==> src/rtl/btn_pulse_pkg.sv <==
// Shared types for the button pulse generator.
// State encoding, press modes and counter sizing.
package btn_pulse_pkg;

  typedef enum logic [2:0] {
    IDLE,
    PRESS,
    HOLD,
    REPEAT,
    WAIT_RELEASE
  } state_e;

  typedef enum logic {
    MODE_SINGLE = 1'b0,
    MODE_REPEAT = 1'b1
  } mode_e;

  // Bits needed to hold 0..max_cnt, never narrower than one bit.
  function automatic int cnt_w(input int max_cnt);
    return (max_cnt < 1) ? 1 : $clog2(max_cnt + 1);
  endfunction

endpackage

==> src/rtl/btn_channel.sv <==
// One button channel: 2-flop synchroniser, debouncer,
// and press/hold/repeat FSM with registered outputs.
module btn_channel
  import btn_pulse_pkg::*;
#(
  parameter int DEBOUNCE_CYC = 4,
  parameter int HOLD_CYC     = 20,
  parameter int REPEAT_CYC   = 8
) (
  input  logic clk_i,
  input  logic rst_i,
  input  logic button_i,
  input  logic mode_i,
  output logic pulse_o,
  output logic held_o
);

  localparam int DW = cnt_w(DEBOUNCE_CYC);
  localparam int HW = cnt_w(HOLD_CYC);
  localparam int RW = cnt_w(REPEAT_CYC - 1);

  localparam logic [DW-1:0] DB_LAST  = DW'(DEBOUNCE_CYC - 1);
  localparam logic [HW-1:0] HLD_LAST = HW'(HOLD_CYC);
  localparam logic [RW-1:0] REP_LAST = RW'(REPEAT_CYC - 1);

  logic [1:0]    sync_q, sync_d;
  logic          db_q, db_d;
  logic [DW-1:0] db_cnt_q, db_cnt_d;
  state_e        state_q, state_d;
  mode_e         mode_q, mode_d;
  logic [HW-1:0] hold_cnt_q, hold_cnt_d;
  logic [RW-1:0] rep_cnt_q, rep_cnt_d;
  logic          pulse_q, pulse_d;
  logic          held_q, held_d;

  // Shift the raw level into the synchroniser.
  always_comb begin
    sync_d = {sync_q[0], button_i};
  end

  // Accept a level change only after DEBOUNCE_CYC differing samples.
  always_comb begin
    db_d     = db_q;
    db_cnt_d = db_cnt_q;
    if (sync_q[1] == db_q) begin
      db_cnt_d = '0;
    end else if (db_cnt_q >= DB_LAST) begin
      db_d     = sync_q[1];
      db_cnt_d = '0;
    end else begin
      db_cnt_d = db_cnt_q + 1'b1;
    end
  end

  // Press FSM; pulse/held are decided here and registered.
  always_comb begin
    state_d    = state_q;
    mode_d     = mode_q;
    hold_cnt_d = hold_cnt_q;
    rep_cnt_d  = rep_cnt_q;
    pulse_d    = 1'b0;
    unique case (state_q)
      IDLE: begin
        hold_cnt_d = '0;
        rep_cnt_d  = '0;
        if (db_q) begin
          state_d = PRESS;
          mode_d  = mode_e'(mode_i);
        end
      end
      PRESS: begin
        pulse_d    = 1'b1;
        hold_cnt_d = '0;
        state_d    = db_q ? HOLD : IDLE;
      end
      HOLD: begin
        if (!db_q) begin
          state_d = IDLE;
        end else if (hold_cnt_q >= HLD_LAST) begin
          rep_cnt_d = '0;
          if (mode_q == MODE_REPEAT) begin
            state_d = REPEAT;
            pulse_d = 1'b1;
          end else begin
            state_d = WAIT_RELEASE;
          end
        end else begin
          hold_cnt_d = hold_cnt_q + 1'b1;
        end
      end
      REPEAT: begin
        if (!db_q) begin
          state_d = IDLE;
        end else if (rep_cnt_q >= REP_LAST) begin
          pulse_d   = 1'b1;
          rep_cnt_d = '0;
        end else begin
          rep_cnt_d = rep_cnt_q + 1'b1;
        end
      end
      WAIT_RELEASE: begin
        if (!db_q) state_d = IDLE;
      end
      default: state_d = IDLE;
    endcase
    held_d = state_d inside {REPEAT, WAIT_RELEASE};
  end

  // All channel state, cleared by synchronous reset.
  always_ff @(posedge clk_i) begin
    if (rst_i) begin
      sync_q     <= '0;
      db_q       <= 1'b0;
      db_cnt_q   <= '0;
      state_q    <= IDLE;
      mode_q     <= MODE_SINGLE;
      hold_cnt_q <= '0;
      rep_cnt_q  <= '0;
      pulse_q    <= 1'b0;
      held_q     <= 1'b0;
    end else begin
      sync_q     <= sync_d;
      db_q       <= db_d;
      db_cnt_q   <= db_cnt_d;
      state_q    <= state_d;
      mode_q     <= mode_d;
      hold_cnt_q <= hold_cnt_d;
      rep_cnt_q  <= rep_cnt_d;
      pulse_q    <= pulse_d;
      held_q     <= held_d;
    end
  end

  assign pulse_o = pulse_q;
  assign held_o  = held_q;

endmodule

==> src/rtl/btn_pulse_gen.sv <==
// N_CH independent debounced button channels producing
// press/auto-repeat pulses and a long-press level.
module btn_pulse_gen
  import btn_pulse_pkg::*;
#(
  parameter int N_CH         = 4,
  parameter int DEBOUNCE_CYC = 4,
  parameter int HOLD_CYC     = 20,
  parameter int REPEAT_CYC   = 8
) (
  input  logic            clk_i,
  input  logic            rst_i,
  input  logic [N_CH-1:0] button_i,
  input  logic [N_CH-1:0] mode_i,
  output logic [N_CH-1:0] pulse_o,
  output logic [N_CH-1:0] held_o
);

  for (genvar i = 0; i < N_CH; i++) begin : g_ch
    btn_channel #(
      .DEBOUNCE_CYC(DEBOUNCE_CYC),
      .HOLD_CYC    (HOLD_CYC),
      .REPEAT_CYC  (REPEAT_CYC)
    ) u_ch (
      .clk_i   (clk_i),
      .rst_i   (rst_i),
      .button_i(button_i[i]),
      .mode_i  (mode_i[i]),
      .pulse_o (pulse_o[i]),
      .held_o  (held_o[i])
    );
  end

endmodule

==> config.mk <==
export PLATFORM = sky130hd
export DESIGN_NAME = btn_pulse_gen
export DESIGN_NICKNAME = d
export VERILOG_FILES = /design/src/rtl/btn_pulse_pkg.sv /design/src/rtl/btn_channel.sv /design/src/rtl/btn_pulse_gen.sv
export SDC_FILE = /design/constraint.sdc
export NUM_CORES = 1
export LEC_CHECK = 0
export ABC_AREA = 0
export CORE_MARGIN = 5
export CORE_UTILIZATION = 60
export DETAILED_ROUTE_END_ITERATION = 8
export DONT_BUFFER_PORTS = 1
export GPL_TIMING_DRIVEN = 0
export PLACE_DENSITY = 0.76
export SYNTH_ARGS = -nofsm -noshare
export SYNTH_HDL_FRONTEND = slang
export SYNTH_SLANG_ARGS = --single-unit
==> constraint.sdc <==
create_clock -name clk_i -period 2 [get_ports clk_i]
set_input_delay 0.1 -clock clk_i [delete_from_list [all_inputs] [get_ports clk_i]]
set_output_delay 0.1 -clock clk_i [all_outputs]
set_load 0.005 [all_outputs]
Yosys cells after proc, flatten, opt, wreduce, memory -nomap -nowiden
Index checks and enable logic that the tools add are counted.
{ "word_totals": {"output_inout_bits": 8, "elab_cells": 236, "ff_bits": 80, "inputBits": 10} }
{ "classes": {"order_cmp": 12, "reduce_logical": 44, "addsub": 12, "n_bitwise": 4, "eq_ne": 44, "n_mux": 84} }
{ "ops": {"columns": ["operator", "n"], "rows": [
  ["3-bit two-way mux", 36],
  ["3-bit case mux with 4 select lines", 4],
  ["5-bit two-way mux", 8],
  ["5-bit case mux with 2 select lines", 4],
  ["3-bit by 2-bit equality test with 1-bit output (second input constant)", 12],
  ["3-bit case mux with 3 select lines", 4],
  ["3-bit by 1-bit adder with 3-bit output (second input constant)", 8],
  ["3-bit equality test (second input constant)", 8],
  ["2-bit by 1-bit inequality test with 1-bit output (second input constant)", 12],
  ["5-bit by 1-bit adder with 5-bit output (second input constant)", 4],
  ["5-bit >= comparator (second input constant)", 4],
  ["1-bit two-way mux", 20],
  ["2-bit AND reduction", 8],
  ["4-bit AND reduction", 4],
  ["2-bit nonzero test", 8],
  ["2-bit OR reduction", 8],
  ["3-bit by 1-bit equality test with 1-bit output (second input constant)", 4],
  ["3-bit by 2-bit >= comparator with 1-bit output (second input constant)", 4],
  ["3-bit >= comparator (second input constant)", 4],
  ["3-bit logical NOT", 4],
  ["1-bit case mux with 3 select lines", 4],
  ["3-bit AND reduction", 4],
  ["3-bit nonzero test", 4],
  ["3-bit OR reduction", 4],
  ["other kinds (4)", 16]
]} }

Depth between registers and ports, before layout
{ "logic_depth": {"ltp_word": 6, "ltp_mapped": 6} }

Modules after synthesis
A second synthesis with hierarchy kept.
{ "hier_totals": {"hier_cells": 420, "hier_area_um2": 3958.8} }
{ "modules_own_cells": {"columns": ["module", "n_inst", "area_per_inst_um2", "cells_per_inst", "seq_area_each_um2"], "rows": [
  ["btn_channel", 4, 989.7, 105, 400.4]
]} }

Least setup slack after synthesis
Ideal clock, no wire load.
{ "synth_timing": {"kind": "register to register", "startpoint": "reg g_ch[0].u_ch.rep_cnt_q[0]", "endpoint": "reg g_ch[0].u_ch.rep_cnt_q[0]", "path_slack_ns": 0.281, "setup_time_ns": 0.070, "period_less_slack_ns": 1.719, "t_arrival_ns": 1.648, "stages_incl_launch_ff": 6, "required_time_ns": 1.930, "cell_sequence": "dfxtp_1 > ha_1 > ha_1 > or4bb_1 > or4_1 > a21oi_1"} }
{ "synth_via": {"elab_chain_cells": 4} }
{ "synth_lines": {"columns": ["item", "line", "source"], "rows": [
  ["start, declared", "btn_channel.sv:32", "logic [RW-1:0] rep_cnt_q, rep_cnt_d;"],
  ["start signal, assigned", "btn_channel.sv:128", "rep_cnt_q <= rep_cnt_d;"],
  ["3-bit by 1-bit adder with 3-bit output or 3-bit >= comparator (tied branches)", "btn_channel.sv:98, btn_channel.sv:94", null],
  ["3-bit two-way mux *", "btn_channel.sv:94", "end else if (rep_cnt_q >= REP_LAST) begin"],
  ["3-bit two-way mux *", "btn_channel.sv:92", "if (!db_q) begin"],
  ["3-bit case mux with 3 select lines *", "btn_channel.sv:62", "unique case (state_q)"]
]} }
Mark *: on every way between the ends. The rest lies on a longest branch, timed or not. The select of a mux whose other input is x is not followed.
A chain may end at the register's enable or synchronous reset.

Final worst setup path
Ends and elaborated chain as after synthesis.

==> impl_metrics.tcl <==
set metrics [dict create \
    cts_made_buffers 9 \
    vias 2927 \
    pre_cts_ws_ps 170 \
    yosys.area_share.simple_pct 22.6 \
    synth_seq_area_share_pct 42.3 \
    p_clk_share_pct 42.5 \
    synthTopCellsByCount "dfxtp_1, nor2_1, ha_1, inv_1, a21oi_1" \
    die_w_um 89.4 \
    grt_use_total_pct 19.5 \
    comb_power_share_pct 1.9 \
    die_h_um 89.4 \
    path_class "reg -> reg" \
    yosys.area.top_type "dfxtp_1" \
    yosys_register_bits 80 \
    yosysWarnings 0 \
    dp.cells 496 \
    yosys.area_share.adder_pct 7.94 \
    wl_um 7010 \
    regToRegSetupSlack_ps 110 \
    synthXorXnorAreaFrac_pct 3.01 \
    powerDensity_nw_per_um2 693 \
    synth_top_area_share_pct 42.3 \
    setup_viol 0 \
    clk_latency_ps 340 \
    status "completed" \
    finalPower_uw 2890 \
    grt_pass1_vias 2815 \
    fin_crit_sh_pct 94.5 \
    cap_violations 0 \
    synth-main-ff-cell "dfxtp_1" \
    synth_top_family_by_area "simple AND/OR/NAND/NOR gates" \
    grt_max_degree 13 \
    placed_area_sq_um 3880 \
    p_switching_uw 566 \
    yosys-top-cells-area "dfxtp_1, ha_1, nor2_1, nor2b_1, a21oi_1" \
    vdd_ir_drop_max_mv 0.512 \
    start_util_pct 60.6 \
    synthMuxAreaShare_pct 3.21 \
    fp.coreArea_sq_um 6240 \
    drt_iter0_markers 106 \
    synth_edf_count 0 \
    grt_antenna_before_repair 0 \
    leakagePower_uw 0.00160 \
    worst_pin_slew_ps 639 \
    endpoint_kind "register" \
    pin_count 18 \
    start_kind "register" \
    p_int_uw 2320 \
    synthToLayoutAreaGrowth_pct 10.2 \
    drc 0 \
    row_count 29 \
    seqPwrFrac_pct 55.7 \
    ant_nets 0 \
    cts_tree "built" \
    power_switching_share_pct 19.6 \
    instances_no_fill 519 \
    cts.clk_slew.worst_paths_ps 80 \
    synth.most_common_cell "dfxtp_1" \
    hpwlAfterDp_um 4980 \
    layout.nets 472 \
    cts_root_buf "clkbuf_8" \
    synth_cell_types 52 \
    rsz0062_at_grt "no" \
    drv_slew 0 \
    dieArea_sq_um 7990 \
    synth_compound_area_share_pct 15.1 \
    post_drt_wl_per_cell_um 13.5 \
    skew_ps 8.46 \
    slew-limit-headroom_pct 57.2 \
    syn_nets 453 \
    hold_viol 0 \
    finalInstanceArea_sq_um 4170 \
    gp_congestion 0.898 \
    worst_slack_ps 110 \
    cts_max_level 3 \
    clockBufferDepth 2 \
    num_antenna_cells 0 \
    cts_sinks 80 \
    worst_ep_arrival_time_ps 2150 \
    port_buffers 0 \
    grt.overflow.total 0 \
    grt_pass1_wl_um 12300 \
    detail_route.first_pass.iterations 4 \
    holdCritPathClass "in -> reg" \
    cp.required_ps 2260 \
    synthArstFlopShare_pct 0 \
    synth_area_sq_um 3780 \
    avgViaCountPerCell 5.64 \
    tns_ps 0 \
    crit_fanout 4 \
    fmax_ghz 0.529 \
    syn_avg_cell_area_sq_um 9.03 \
    fin_crit_ps 1890 \
    drive_gt1_share_pct 8.82 \
    synthCells 419 \
]
==> power groups by stage <==
stage / sequential [uW] / clock (uW) / combinational (uW)
after floorplan: 1640 / 0 / 30.0
after global placement: 1640 / 0 / 42.3
after detailed placement: 1640 / 0 / 43.0
after CTS: 1610 / 1260 / 55.1
after global routing: 1610 / 1340 / 61.1
final: 1610 / 1230 / 54.5
==> what timing repair did <==
item,4_1_cts,5_1_grt
setup endpoints to repair,0,1
resized for setup,0,1
endpoints found under the hold margin,8,0
hold buffers,8,0
buffers inserted,0,0
==> sequential cells by signal (all words and copies together) (netlist names) <==
register,cells
g_ch.u_ch.mode_q,4
g_ch.u_ch.db_q,4
g_ch.u_ch.state_q,12
g_ch.u_ch.hold_cnt_q,20
g_ch.u_ch.rep_cnt_q,12
g_ch.u_ch.db_cnt_q,12
g_ch.u_ch.sync_q,8
g_ch.u_ch.held_o,4
g_ch.u_ch.pulse_o,4
==> logic make-up (layout without fill, tap and decap cells) <==
family | after synthesis | after routing
adder cells (fa/ha/maj) | 24 | 24
AND/OR/NAND/NOR | 159 | 159
multiplexers | 12 | 12
buffers and inverters | 46 | 69
XOR/XNOR | 13 | 13
AO/OA/AOI/OAI | 85 | 85
flip-flops | 80 | 80
==> layer usage <==
layer	GRT usage (%)	up-vias	share of wire, %
li1	-	1494	-
met1	24.0	1374	46
met2	33.6	47	49
met3	3.13	12	3.0
met4	8.53	0	1.5
met5	0	-	0
==> layout make-up <==
cell class | count | area (sq um)
Clock buffer | 11 | 131
Inverter | 24 | 90.1
Multi-Input combinational cell | 293 | 1970
Sequential cell | 80 | 1600
Fill cell | 528 | 2070
Tap cell | 77 | 96.3
Clock inverter | 4 | 70.1
Timing Repair Buffer | 8 | 80.1
Buffer | 22 | 133
==> metrics by stage <==
step | hold WS [ps] | utilization (%)
CTS | 20.9 | 66.7
detailed placement | 234 | 62.2
global route | 52.2 | 66.8
floorplan | 228 | -
global placement | 233 | 62.2
finish | 42.6 | 66.8
==> worst max-delay path: stages (launching register included) <==
cell,delay [ps]
dfxtp_1,340
ha_1,210
ha_1,190
or4bb_1,510
or4_1,420
a21oi_1,150
==> cell usage in the layout (no fill, tap or decap), types with 4 or more instances in the layout <==
master / count
nand3b_1: 5
xor2_1: 6
a21oi_1: 22
nand2_1: 14
clkbuf_1: 12
mux2i_1: 11
nand3_1: 10
nand4_1: 5
nor2b_1: 21
a211oi_1: 7
or3_1: 6
and3_1: 6
dfxtp_1: 80
inv_1: 24
buf_4: 9
nand2b_1: 8
nor2_1: 54
dlygate4sd3_1: 8
xnor2_1: 7
ha_1: 24
o21a_1: 4
or2_2: 8
clkbuf_8: 9
nor3_1: 8
o21ai_0: 17
a211o_1: 4
o31ai_1: 6
==> worst paths after layout <==
path	cells past startpoint	endpoint	from
setup / recovery	5	g_ch[0].u_ch.rep_cnt_q[0]	g_ch[0].u_ch.rep_cnt_q[0]
hold / removal	2	g_ch[0].u_ch.state_q[2]	rst_i
setup reg to reg	5	g_ch[0].u_ch.rep_cnt_q[0]	g_ch[0].u_ch.rep_cnt_q[0]
hold reg to reg	1	g_ch[3].u_ch.sync_q[1]	g_ch[3].u_ch.sync_q[0]
No activity file was read; power rests on OpenSTA's default activity.
